==> src/rtl/ps2_pkg.sv <==
// Shared constants, modifier bit positions and FSM state encoding for the PS/2 scancode path.
package ps2_pkg;

  localparam logic [7:0] PS2_EXT   = 8'hE0;
  localparam logic [7:0] PS2_BRK   = 8'hF0;
  localparam logic [7:0] PS2_PAUSE = 8'hE1;

  localparam logic [7:0] PS2_ACK    = 8'hFA;
  localparam logic [7:0] PS2_BAT_OK = 8'hAA;
  localparam logic [7:0] PS2_ECHO   = 8'hEE;
  localparam logic [7:0] PS2_RESEND = 8'hFE;
  localparam logic [7:0] PS2_ERR0   = 8'h00;
  localparam logic [7:0] PS2_ERR1   = 8'hFF;

  localparam logic [7:0] SC_SHIFT_L = 8'h12;
  localparam logic [7:0] SC_SHIFT_R = 8'h59;
  localparam logic [7:0] SC_CTRL    = 8'h14;
  localparam logic [7:0] SC_ALT     = 8'h11;

  localparam int MOD_LSHIFT = 0;
  localparam int MOD_RSHIFT = 1;
  localparam int MOD_LCTRL  = 2;
  localparam int MOD_RCTRL  = 3;
  localparam int MOD_LALT   = 4;
  localparam int MOD_RALT   = 5;

  // Pause is E1 followed by seven more bytes that carry no useful information.
  localparam logic [2:0] PAUSE_SKIP = 3'd7;

  typedef enum logic [2:0] {
    ST_IDLE,
    ST_EXT,
    ST_BRK,
    ST_EXT_BRK,
    ST_PAUSE
  } ps2_state_e;

  function automatic logic is_response(input logic [7:0] b);
    return (b == PS2_ACK) || (b == PS2_BAT_OK) || (b == PS2_ECHO) ||
           (b == PS2_RESEND) || (b == PS2_ERR0) || (b == PS2_ERR1);
  endfunction

endpackage

==> src/rtl/ps2_modifier_tracker.sv <==
// Holds the shift/ctrl/alt state, updated from every emitted key event (held or dropped).
module ps2_modifier_tracker
  import ps2_pkg::*;
(
  input  logic       ck,
  input  logic       reset,
  input  logic [7:0] code,
  input  logic       ext,
  input  logic       brk,
  input  logic       strobe,
  output logic [5:0] mods
);

  logic [5:0] mods_q, mods_d;

  always_comb begin
    mods_d = mods_q;
    if (strobe) begin
      if (!ext && code == SC_SHIFT_L) mods_d[MOD_LSHIFT] = !brk;
      if (!ext && code == SC_SHIFT_R) mods_d[MOD_RSHIFT] = !brk;
      if (!ext && code == SC_CTRL)    mods_d[MOD_LCTRL]  = !brk;
      if ( ext && code == SC_CTRL)    mods_d[MOD_RCTRL]  = !brk;
      if (!ext && code == SC_ALT)     mods_d[MOD_LALT]   = !brk;
      if ( ext && code == SC_ALT)     mods_d[MOD_RALT]   = !brk;
    end
  end

  always_ff @(posedge ck) begin
    if (reset) mods_q <= '0;
    else       mods_q <= mods_d;
  end

  assign mods = mods_q;

endmodule

==> src/rtl/ps2_scancode_decoder.sv <==
// Turns the PS/2 byte stream into make/break key events with a one-deep valid/ready output,
// device-response reporting and an inter-byte timeout for partial prefixes.
module ps2_scancode_decoder
  import ps2_pkg::*;
#(
  parameter int TIMEOUT_CYCLES = 1_000_000
) (
  input  logic       ck,
  input  logic       reset,
  input  logic [7:0] data_in,
  input  logic       data_valid,
  output logic [7:0] key_code,
  output logic       key_ext,
  output logic       key_break,
  output logic       key_valid,
  input  logic       key_ready,
  output logic [5:0] mods,
  output logic [7:0] dev_resp,
  output logic       dev_resp_valid,
  output logic       overflow,
  output logic       timeout
);

  localparam int CNT_W = (TIMEOUT_CYCLES > 1) ? $clog2(TIMEOUT_CYCLES) : 1;
  localparam logic [CNT_W-1:0] CNT_LAST = CNT_W'(TIMEOUT_CYCLES - 1);

  ps2_state_e     state_q, state_d;
  logic [2:0]     skip_q, skip_d;
  logic [CNT_W-1:0] tcnt_q, tcnt_d;
  logic [7:0]     key_code_q, key_code_d;
  logic           key_ext_q, key_ext_d;
  logic           key_break_q, key_break_d;
  logic           key_valid_q, key_valid_d;
  logic [7:0]     dev_resp_q, dev_resp_d;
  logic           dev_resp_valid_q, dev_resp_valid_d;
  logic           overflow_q, overflow_d;
  logic           timeout_q, timeout_d;

  logic           emit;
  logic [7:0]     emit_code;
  logic           emit_ext;
  logic           emit_brk;

  always_comb begin
    state_d          = state_q;
    skip_d           = skip_q;
    tcnt_d           = tcnt_q;
    emit             = 1'b0;
    emit_code        = data_in;
    emit_ext         = 1'b0;
    emit_brk         = 1'b0;
    dev_resp_d       = dev_resp_q;
    dev_resp_valid_d = 1'b0;
    timeout_d        = 1'b0;

    if (data_valid) begin
      tcnt_d = '0;
      if (state_q != ST_PAUSE && is_response(data_in)) begin
        dev_resp_d       = data_in;
        dev_resp_valid_d = 1'b1;
        state_d          = ST_IDLE;
      end else begin
        case (state_q)
          ST_IDLE: begin
            if (data_in == PS2_EXT) begin
              state_d = ST_EXT;
            end else if (data_in == PS2_BRK) begin
              state_d = ST_BRK;
            end else if (data_in == PS2_PAUSE) begin
              state_d = ST_PAUSE;
              skip_d  = PAUSE_SKIP;
            end else begin
              emit = 1'b1;
            end
          end
          ST_EXT: begin
            if (data_in == PS2_BRK) begin
              state_d = ST_EXT_BRK;
            end else if (data_in != PS2_EXT) begin
              emit     = 1'b1;
              emit_ext = 1'b1;
              state_d  = ST_IDLE;
            end
          end
          ST_BRK, ST_EXT_BRK: begin
            if (data_in != PS2_BRK) begin
              emit     = 1'b1;
              emit_brk = 1'b1;
              emit_ext = (state_q == ST_EXT_BRK);
              state_d  = ST_IDLE;
            end
          end
          ST_PAUSE: begin
            if (skip_q == 3'd1) begin
              emit      = 1'b1;
              emit_code = PS2_PAUSE;
              skip_d    = '0;
              state_d   = ST_IDLE;
            end else begin
              skip_d = skip_q - 3'd1;
            end
          end
          default: state_d = ST_IDLE;
        endcase
      end
    end else if (state_q != ST_IDLE) begin
      if (tcnt_q == CNT_LAST) begin
        state_d   = ST_IDLE;
        timeout_d = 1'b1;
        tcnt_d    = '0;
      end else begin
        tcnt_d = tcnt_q + 1'b1;
      end
    end else begin
      tcnt_d = '0;
    end
  end

  // One-deep event holding register; a new event while a held one is unaccepted is dropped.
  always_comb begin
    key_code_d  = key_code_q;
    key_ext_d   = key_ext_q;
    key_break_d = key_break_q;
    key_valid_d = key_valid_q;
    overflow_d  = 1'b0;
    if (emit) begin
      if (!key_valid_q || key_ready) begin
        key_code_d  = emit_code;
        key_ext_d   = emit_ext;
        key_break_d = emit_brk;
        key_valid_d = 1'b1;
      end else begin
        overflow_d = 1'b1;
      end
    end else if (key_valid_q && key_ready) begin
      key_valid_d = 1'b0;
    end
  end

  always_ff @(posedge ck) begin
    if (reset) begin
      state_q          <= ST_IDLE;
      skip_q           <= '0;
      tcnt_q           <= '0;
      key_code_q       <= '0;
      key_ext_q        <= 1'b0;
      key_break_q      <= 1'b0;
      key_valid_q      <= 1'b0;
      dev_resp_q       <= '0;
      dev_resp_valid_q <= 1'b0;
      overflow_q       <= 1'b0;
      timeout_q        <= 1'b0;
    end else begin
      state_q          <= state_d;
      skip_q           <= skip_d;
      tcnt_q           <= tcnt_d;
      key_code_q       <= key_code_d;
      key_ext_q        <= key_ext_d;
      key_break_q      <= key_break_d;
      key_valid_q      <= key_valid_d;
      dev_resp_q       <= dev_resp_d;
      dev_resp_valid_q <= dev_resp_valid_d;
      overflow_q       <= overflow_d;
      timeout_q        <= timeout_d;
    end
  end

  ps2_modifier_tracker u_mods (
    .ck     (ck),
    .reset  (reset),
    .code   (emit_code),
    .ext    (emit_ext),
    .brk    (emit_brk),
    .strobe (emit),
    .mods   (mods)
  );

  assign key_code       = key_code_q;
  assign key_ext        = key_ext_q;
  assign key_break      = key_break_q;
  assign key_valid      = key_valid_q;
  assign dev_resp       = dev_resp_q;
  assign dev_resp_valid = dev_resp_valid_q;
  assign overflow       = overflow_q;
  assign timeout        = timeout_q;

endmodule

==> config.mk <==
export PLATFORM = sky130hd
export DESIGN_NAME = ps2_scancode_decoder
export DESIGN_NICKNAME = d
export VERILOG_FILES = /design/src/rtl/ps2_pkg.sv /design/src/rtl/ps2_modifier_tracker.sv /design/src/rtl/ps2_scancode_decoder.sv
export SDC_FILE = /design/constraint.sdc
export NUM_CORES = 1
export LEC_CHECK = 0
export CAP_MARGIN = 20
export CORE_ASPECT_RATIO = 0.5
export CORE_MARGIN = 8
export CORE_UTILIZATION = 51
export CTS_BUF_LIST = sky130_fd_sc_hd__clkbuf_8
export CTS_CLUSTER_SIZE = 10
export DETAILED_ROUTE_END_ITERATION = 10
export DONT_BUFFER_PORTS = 1
export MAX_ROUTING_LAYER = met4
export PLACE_DENSITY_LB_ADDON = 0.05
export SLEW_MARGIN = 40
export SYNTH_ARGS = -nofsm -noshare
export SYNTH_HDL_FRONTEND = slang
export SYNTH_HIERARCHICAL = 1
export SYNTH_SLANG_ARGS = --single-unit
==> constraint.sdc <==
create_clock -name ck -period 2.5 [get_ports ck]
set_clock_uncertainty 0.15 [all_clocks]
set_input_delay 0.125 -clock ck [delete_from_list [all_inputs] [get_ports ck]]
set_output_delay 0.125 -clock ck [all_outputs]
set_load 0.03 [all_outputs]
==> results.yml, run 1 <==
outcome:
  status: "complete, no violations"
logic_synthesis:
  yosysWarnings: 6
  synth_top_area_share_pct: 40.6
  mappedNetlistNets: 314
  synth_async_sr_flop_share_pct: 0
  synth-seq-area-share_pct: 40.6
  synth-edff-count: 0
  synth_top_area_cell: "dfxtp_1"
  ys.flop_type: "dfxtp_1"
  synth_area_per_cell_um2: 8.90
  synth_cells: 299
  yosys-top-cells-area: "dfxtp_1 41%, nor2_1 6.1%, xor2_1 3.3%, nor3_1 3.2%, mux2i_1 3.0%"
  synth.distinct_cells: 60
  netlist_area_um2: 2660
  yosys_register_bits: 54
power_and_ir_drop:
  power.share.clock_pct: 32.3
  switching_share_pct: 24.9
  power_switching_mw: 0.382
  internal_power_mw: 1.15
  pwr-share-seq_pct: 59.0
  comb_power_share_pct: 8.6
  p_leak_nw: 1.06
  ir_drop_mv: 0.299
  power_density_nw_per_um2: 501
place:
  place_congestion: 0.851
  hpwl_um: 4320
  dp_cells: 364
  port_buffers: 0
timing:
  relSlewSlack_pct: 58.0
  min_period_over_period_pct: 96.5
  report.final.slew_viol_count: 0
  setup_viol: 0
  worst_pin_slew_ns: 0.630
  rsz0062_at_grt: "true"
  timing.hold.ws_ns: 0.0176
  max_freq_ghz: 0.415
  finalHoldViolCount: 0
  fin_tns_setup_ns: 0
  finalCriticalPeriod_ns: 2.41
critical_path:
  r2r_end: "u_mods/mods[5]"
  reg2reg_slack_ns: 0.12
  path_class: "input pin to flip-flop"
  timing.reg2reg.worst_path_depth: 9
  worstSetupStartpointType: "input pin"
  endpoint_kind: "flip-flop"
  cp_max_fo: 8
  r2r_start: "state_q[0]"
  required_ns: 2.58
  crit_arrival_ns: 2.49
final_layout:
  final_common_cell: "dfxtp_1"
  antenna_cells: 0
  finalNetCount: 331
  final_cell_mix: "51 x dfxtp_1, 43 x nor2_1, 15 x nor3_1, 15 x buf_4, 12 x nand2_1"
  stdcell_count: 387
  synthToLayoutAreaGrowth_pct: 14.9
  drive_gt1_share_pct: 17.4
  fill_cells: 449
clock_tree:
  root_buffer: "clkbuf_8"
  clock-sinks: 54
  cts_tree: "yes"
  cts.clk_slew.worst_paths_ns: 0.09
  h-tree-depth: 2
  clock_path_buffers: 2
  worstSkewPairLatency_ns: 0.31
  cts_buffers: 5
worst_hold_path:
  holdPathStages: 3
  holdPathEnd: "state_q[1]"
  hold_path_class: "input pin to flip-flop"
  min_from: "data_in[4]"
routing:
  wl_per_cell_um: 16.7
  drt_iter0_drc: 147
  num_vias: 2257
  antenna_left: 0
  via_per_inst: 5.83
  dr.pass1.iters: 4
  drc: 0
  drt_wl_total_um: 6470
floorplan:
  placementRows: 18
  die-area_um2: 7930
  die_h_um: 67.1
  core_um2: 4980
  start_util_pct: 53.5
  ios: 40
  die_x_um: 118
global_route:
  grt_first_pass_wirelength_um: 10600
  grt-ovfl-total: 0
  grt_pass1_vias: 2184
  antenna_found_initial: 0
  grt_use_total_pct: 16.9
  grt_max_degree: 32
job:
  drv_cap: 0
==> per-layer routing <==
layer | up-vias | routed length, um | GRT usage [%]
li1 | 1119 | - | -
met1 | 1076 | 2960 | 19.4
met2 | 57 | 3070 | 28.7
met3 | 5 | 393 | 4.89
met4 | 0 | 47 | 4.42
met5 | - | 0 | -
==> final cells by class <==
class | instances | area (um2) | share of cell area [%]
Inverter | 7 | 26.3 | 0.859
Multi-Input combinational cell | 221 | 1520 | 49.8
Tap cell | 70 | 87.6 | 2.86
Timing Repair Buffer | 27 | 243 | 7.94
Clock inverter | 2 | 8.76 | 0.286
Clock buffer | 6 | 82.6 | 2.70
Sequential cell | 54 | 1090 | 35.6
==> cell families after synthesis <==
kind of cell	count (synthesis)	synth area share, %
AOI/OAI and AO/OA	51	15.0
xor gates and xnor gates	19	6.25
adders and majority gates	3	1.41
buffers and inverters	24	4.70
DFF	54	40.6
muxes	8	3.01
and+or+nand+nor	140	29.1
==> flip-flops by register name, indices dropped and copies added (netlist names) <==
register / count
dev_resp: 8
dev_resp_valid: 1
key_break: 1
key_code: 8
key_ext: 1
key_valid: 1
overflow: 1
skip_q: 3
state_q: 3
tcnt_q: 20
timeout: 1
u_mods/mods: 6
==> power by group through the flow <==
stage / Sequential (mW) / Combinational (mW) / Clock, mW
4_1_cts: 0.907 / 0.123 / 0.510
5_1_grt: 0.908 / 0.144 / 0.547
2_1_floorplan: 0.923 / 0.0885 / 0
6_report: 0.905 / 0.132 / 0.496
3_3_place_gp: 0.927 / 0.0921 / 0
3_5_place_dp: 0.927 / 0.0937 / 0
==> worst max-delay path by stage <==
stage               start              to  slack, ns
2_1_floorplan  state_q[0]  u_mods/mods[3]       0.12
3_3_place_gp   state_q[0]  u_mods/mods[5]       0.06
3_5_place_dp   state_q[0]  u_mods/mods[5]      -0.01
4_1_cts        data_in[2]  u_mods/mods[4]      0.007
5_1_grt         skip_q[0]  u_mods/mods[4]      -0.06
6_report       data_in[2]  u_mods/mods[5]       0.09
==> worst max-delay path, stage by stage <==
cell,delay [ns]
dlygate4sd3_1,0.56
or4_4,0.51
a211o_1,0.30
nand4b_1,0.17
inv_1,0.06
nor4bb_4,0.16
buf_4,0.16
and3_1,0.19
a311oi_2,0.26
==> through the flow <==
step	power, mW	area, um2	setup WS (ns)	utilization, %
after floorplan	1.01	2660	0.119	-
after global placement	1.02	2740	0.0575	55.1
after detailed placement	1.02	2740	-0.00973	55.1
after CTS	1.54	2980	0.00692	59.8
after global routing	1.60	3060	-0.0602	61.4
final	1.53	3060	0.0885	61.4
==> what timing repair did <==
action                                  4_1_cts  5_1_grt
setup buffers                                 1        2
resized for setup                             2       15
endpoints found under the hold margin        34        0
pin swaps                                     0        7
endpoints found under the setup margin        3        6
hold buffers                                 12        0
==> cells in the mapped netlist, types with 5 or more instances <==
| cell type | instances |
|---|---|
| a311oi_1 | 6 |
| a21oi_1 | 8 |
| xnor2_1 | 9 |
| nor2_1 | 43 |
| nor4_1 | 5 |
| buf_2 | 7 |
| nand4_1 | 8 |
| nand2_1 | 12 |
| clkbuf_1 | 5 |
| a31oi_1 | 5 |
| dfxtp_1 | 54 |
| xor2_1 | 10 |
| o21ai_0 | 8 |
| nand3_1 | 11 |
| mux2i_1 | 8 |
| and3_1 | 8 |
| nor2b_1 | 6 |
| nor3_1 | 17 |
| inv_1 | 7 |
Power figures use the tool's default switching activity.
==> run 2, diff against run 1 <==
--- a/config.mk
+++ b/config.mk
@@ -18,5 +18,4 @@
 export SLEW_MARGIN = 40
 export SYNTH_ARGS = -nofsm -noshare
 export SYNTH_HDL_FRONTEND = slang
-export SYNTH_HIERARCHICAL = 1
 export SYNTH_SLANG_ARGS = --single-unit
==> run 2 against run 1 <==
Compared with the run above:
- worst hold slack better by 0.037 ns
- sequential power about the same
- synthesized cell count up 4.7%
- combinational power down 14%
- cell area down 0.41%
- non-clock buffer count down 10
==> results.yml, run 2 <==
logic_synthesis:
  synth_area_per_cell_um2: 9.00
  synth_top_area_share_pct: 38.4
  ys.flop_type: "dfxtp_1"
  synth.distinct_cells: 58
  netlist_area_um2: 2820
  synth-edff-count: 0
  synth_async_sr_flop_share_pct: 0
  synth-seq-area-share_pct: 38.4
  synthMostInstantiatedCell: "dfxtp_1"
  synth_top_area_cell: "dfxtp_1"
  yosysWarnings: 0
  synth_cells: 313
  yosys_register_bits: 54
  yosys-top-cells-area: "dfxtp_1 38%, nor2_1 5.7%, mux2i_1 5.0%, xnor2_1 3.7%, a21oi_1 2.5%"
  mappedNetlistNets: 328
  yosys-top-cells-count: "54 x dfxtp_1, 43 x nor2_1, 17 x nand2_1"
routing:
  via_per_inst: 5.75
  drt_wl_total_um: 6690
  drt_iter0_drc: 109
  wl_per_cell_um: 17.1
  num_vias: 2250
  antenna_left: 0
  dr.pass1.iters: 4
  drc: 0
final_layout:
  stdcell_count: 391
  final_common_cell: "dfxtp_1"
  drive_gt1_share_pct: 12.3
  regMostFlops: "tcnt_q"
  stdcell_area_um2: 3050
  synthToLayoutAreaGrowth_pct: 8.08
  final_cell_mix: "54 x dfxtp_1, 43 x nor2_1, 17 x nand2_1"
  antenna_cells: 0
  finalNetCount: 332
  largest_register_ffs: 20
  fill_cells: 499
clock_tree:
  worstSkewPairLatency_ns: 0.32
  clock-sinks: 54
  cts_setup_buffers: 0
  holdBufCountCts: 12
  ctsResizeCount: 0
  clock_path_buffers: 2
  cts_tree: "yes"
  root_buffer: "clkbuf_8"
  h-tree-depth: 2
  cts.clk_slew.worst_paths_ns: 0.10
  cts_buffers: 5
power_and_ir_drop:
  power_density_nw_per_um2: 515
  ir_drop_mv: 0.310
  switching_share_pct: 25.2
  p_leak_nw: 0.959
  p_total_mw: 1.57
  power_switching_mw: 0.395
  pwr-share-seq_pct: 57.6
  power.share.clock_pct: 35.1
  internal_power_mw: 1.17
  comb_power_share_pct: 7.3
global_route:
  grt-ovfl-total: 0
  grt_util_met3_pct: 4.39
  grt_use_total_pct: 17.5
  grt_max_degree: 33
  antenna_found_initial: 0
  busiest_layer: "met2"
  grtUsageMet2_pct: 26.8
  grt_pass1_vias: 2071
  grt_first_pass_wirelength_um: 10900
  use_met1_pct: 22.5
place:
  dp_cells: 371
  hpwl_um: 4520
  port_buffers: 0
  place_area_um2: 2810
  place_congestion: 0.863
critical_path:
  crit_arrival_ns: 2.11
  r2r_end: "key_code[0]"
  crit_chain: "ha_1 > and3b_1 > o2bb2ai_1 > o211ai_1 > buf_4 > nor4_1 > nor3_2"
  reg2reg_slack_ns: 0.44
  timing.reg2reg.worst_path_depth: 7
  worstSetupStartpointType: "flip-flop"
  crit_slowest_cell: "dfxtp_1"
  critPathMaxStageDelay_ns: 0.38
  r2r_start: "skip_q[0]"
  path_class: "flip-flop to flip-flop"
  cp_max_fo: 11
  endpoint_kind: "flip-flop"
  required_ns: 2.55
timing:
  relSlewSlack_pct: 59.1
  setup_viol: 0
  fin_tns_setup_ns: 0
  timing.hold.ws_ns: 0.0547
  min_period_over_period_pct: 82.3
  rsz0062_at_grt: "false"
  report.final.slew_viol_count: 0
  finalHoldViolCount: 0
  worst_pin_slew_ns: 0.612
  finalCriticalPeriod_ns: 2.06
  max_freq_ghz: 0.486
worst_hold_path:
  holdPathEnd: "u_mods.mods[2]"
  holdPathStages: 4
  min_from: "data_in[2]"
  hold_path_class: "input pin to flip-flop"
job:
  drv_cap: 0
floorplan:
  die_x_um: 121
  placementRows: 19
  die-area_um2: 8300
  die_h_um: 68.6
  ios: 40
  core_um2: 5400
  start_util_pct: 52.2
outcome:
  status: "complete, no violations"
==> run 2: changes by cell type in the layout (fill, tap and decap cells not counted), moves of 5 or more <==
cell,change
a21oi_1,+6
buf_4,-10
nor3_1,-6
mux2i_1,+6
a311oi_1,-5
nand2_1,+5
==> run 2: power by group through the flow <==
stage	clock [mW]	sequential [mW]	combinational, mW
6_report	0.551	0.905	0.114
3_3_place_gp	0	0.925	0.0756
2_1_floorplan	0	0.922	0.0917
3_5_place_dp	0	0.925	0.0766
5_1_grt	0.599	0.907	0.124
4_1_cts	0.564	0.905	0.113
==> run 2: logic make-up after synthesis <==
kind of cell | count (synthesis) | share of synthesized area, %
buf+inv | 31 | 6.79
flops | 54 | 38.4
compound gates | 49 | 13.9
fa+ha+maj | 3 | 1.33
mux | 14 | 4.97
simple gates | 143 | 28.7
xor+xnor | 19 | 5.91
==> run 2: per-layer routing <==
| metal | share of wire (%) | up-vias |
|---|---|---|
| met4 | 1.1 | 0 |
| met2 | 44 | 46 |
| li1 | - | 1120 |
| met3 | 5.2 | 8 |
| met5 | 0 | - |
| met1 | 50 | 1076 |
==> run 2: cell type report <==
| cell class | instances | area [um2] | area share (%) |
|---|---|---|---|
| multi-input cells | 228 | 1550 | 50.7 |
| flip-flops and latches | 54 | 1080 | 35.5 |
| repair buffers | 17 | 168 | 5.51 |
| clock buffers | 7 | 96.3 | 3.16 |
| well taps | 73 | 91.3 | 3.00 |
| inverters | 11 | 55.1 | 1.81 |
| clock inverters | 1 | 8.76 | 0.288 |
==> run 2: worst max-delay path, delay by kind of cell (launching register included) <==
family	cells	cell delay, ns
simple gates	3	0.70
compound gates	2	0.31
flops	1	0.38
buf+inv	1	0.19
fa+ha+maj	1	0.21
==> run 2: stage by stage <==
step                      util, %  setup WS, ns
after floorplan                 -         0.608
after detailed placement     52.1         0.444
after CTS                    56.4         0.436
after global placement       52.1         0.494
final                        56.4         0.443
after global routing         56.4         0.293
==> run 2: worst max path at each step <==
stage / startpoint / endpoint / slack [ns]
after detailed placement: skip_q[1] / key_break / 0.44
after global routing: skip_q[1] / key_code[0] / 0.29
after CTS: skip_q[0] / key_break / 0.44
after floorplan: skip_q[0] / key_code[0] / 0.61
after global placement: skip_q[0] / key_break / 0.49
final: skip_q[0] / key_code[0] / 0.44
==> run 3, diff against run 2 <==
==> constraint.sdc (replaced) <==
create_clock -name ck -period 1.7 [get_ports ck]
set_clock_uncertainty 0.15 [all_clocks]
set_input_delay 0.085 -clock ck [delete_from_list [all_inputs] [get_ports ck]]
set_output_delay 0.085 -clock ck [all_outputs]
set_load 0.03 [all_outputs]
==> run 3 against run 2 <==
Compared with the run above:
- the run now ends with hold timing, setup timing left
- core utilization increased by 12 points
- combinational power grew 93%
- via count grew 8.3%
- global-route usage up 0.34 points
- critical path type unchanged
- critical endpoint is now key_code[3]
- highest routed layer unchanged
==> results.yml, run 3 (synthesis results as in run 2) <==
worst_hold_path:
  holdPathEnd: "state_q[0]"
  holdPathStages: 4
  min_from: "data_valid"
  hold_path_class: "input pin to flip-flop"
floorplan:
  die-area_um2: 8300
  die_x_um: 121
  start_util_pct: 52.2
  core_um2: 5400
  die_h_um: 68.6
  placementRows: 19
  ios: 40
routing:
  via_per_inst: 5.59
  drt_wl_total_um: 7110
  drt_iter0_drc: 87
  drc: 0
  wl_per_cell_um: 16.3
  antenna_left: 0
  num_vias: 2437
  dr.pass1.iters: 4
final_layout:
  final_common_cell: "dfxtp_1"
  stdcell_count: 436
  fill_cells: 426
  regMostFlops: "tcnt_q"
  drive_gt1_share_pct: 35.5
  stdcell_area_um2: 3710
  synthToLayoutAreaGrowth_pct: 31.6
  final_cell_mix: "45 x dfxtp_1, 39 x buf_4, 37 x nor2_1, 15 x nand2_1"
  antenna_cells: 0
  finalNetCount: 377
  largest_register_ffs: 20
power_and_ir_drop:
  p_leak_nw: 1.25
  power_density_nw_per_um2: 630
  ir_drop_mv: 0.415
global_route:
  grt_max_degree: 33
  antenna_found_initial: 0
  grt_pass1_vias: 2312
  grt-ovfl-total: 0
  grt_use_total_pct: 17.8
  grt_first_pass_wirelength_um: 11500
timing:
  timing.hold.ws_ns: -0.0179
  report.final.slew_viol_count: 0
  relSlewSlack_pct: 51.0
  layout_setup_ws_ns: -0.172
  setup_viol: 19
  max_freq_ghz: 0.534
  rsz0062_at_grt: "true"
  finalHoldViolCount: 2
  finalCriticalPeriod_ns: 1.87
  worst_pin_slew_ns: 0.732
  min_period_over_period_pct: 110
critical_path:
  required_ns: 1.80
  r2r_start: "skip_q[1]"
  r2r_end: "key_code[3]"
  crit_chain: "inv_2 > ha_4 > and3b_2 > o2bb2ai_4 > o211ai_1 > buf_4 > o21ai_2 > a21oi_1"
  path_class: "flip-flop to flip-flop"
  crit_arrival_ns: 1.98
  endpoint_kind: "flip-flop"
  worstSetupStartpointType: "flip-flop"
  timing.reg2reg.worst_path_depth: 8
  reg2reg_slack_ns: -0.17
  critPathMaxStageDelay_ns: 0.34
  cp_max_fo: 6
  crit_slowest_cell: "dfxtp_2"
outcome:
  violations: "hold timing, setup timing"
  status: "finished with violations"
clock_tree:
  cts_buffers: 5
  clock_path_buffers: 2
  root_buffer: "clkbuf_8"
  worstSkewPairLatency_ns: 0.32
  cts.clk_slew.worst_paths_ns: 0.10
  clock-sinks: 54
  h-tree-depth: 2
  cts_tree: "yes"
job:
  drv_cap: 0
place:
  hpwl_um: 4800
  place_area_um2: 3210
  dp_cells: 405
  place_congestion: 0.823
  port_buffers: 0
  post-place-ws_ns: -0.154
==> run 3: how the worst max path moves through the flow <==
| stage | from | to | slack [ns] | depth (start not counted) |
|---|---|---|---|---|
| global route | skip_q[1] | key_code[2] | -0.29 | 8 |
| CTS | skip_q[1] | key_break | -0.16 | 7 |
| floorplan | skip_q[1] | key_code[6] | -0.07 | 8 |
| global placement | skip_q[1] | u_mods.mods[0] | -0.11 | 7 |
| detailed placement | skip_q[1] | key_break | -0.15 | 7 |
| finish | skip_q[1] | key_code[3] | -0.17 | 8 |
==> run 3: power by group <==
group          switching, mW  internal [mW]  total (mW)
Combinational          0.115          0.104       0.220
Clock                  0.452          0.336       0.788
Sequential            0.0462           1.28        1.33
==> run 3: layout make-up <==
class / count / area, um2 / area share, %
inverters: 11 / 55.1 / 1.48
multi-input cells: 228 / 1780 / 48.0
well taps: 73 / 91.3 / 2.46
repair buffers: 62 / 592 / 16.0
clock buffers: 6 / 82.6 / 2.23
flip-flops and latches: 54 / 1090 / 29.5
clock inverters: 2 / 16.3 / 0.439
==> run 3: worst max-delay path: cells and delay by family (launching register included) <==
family          cells  cell delay, ns
fa+ha+maj           1            0.15
compound gates      4            0.64
simple gates        1            0.26
flops               1            0.34
buf+inv             2            0.28
==> run 3: routing by layer <==
| metal | GRT usage [%] | vias to the layer above | part of all wire, % |
|---|---|---|---|
| met4 | 4.62 | 0 | 1.3 |
| met2 | 30.1 | 44 | 47 |
| met3 | 4.39 | 9 | 4.3 |
| met1 | 21.3 | 1165 | 48 |
| met5 | - | - | 0 |
| li1 | - | 1219 | - |
==> run 3: metrics by stage <==
| stage | power, mW | util (%) | setup TNS (ns) |
|---|---|---|---|
| after global routing | 2.43 | 68.7 | -5.01 |
| after detailed placement | 1.51 | 59.5 | -1.97 |
| final | 2.34 | 68.7 | -2.23 |
| after CTS | 2.32 | 64.4 | -1.94 |
| after global placement | 1.51 | 59.5 | -1.43 |
| after floorplan | 1.51 | - | -0.586 |
==> run 3: repair_timing <==
action,4_1_cts,5_1_grt
pin swaps,12,17
resized for setup,15,25
gates cloned,0,2
hold buffers,8,7
hold endpoints to repair,34,33
setup buffers,2,4
setup endpoints to repair,20,45
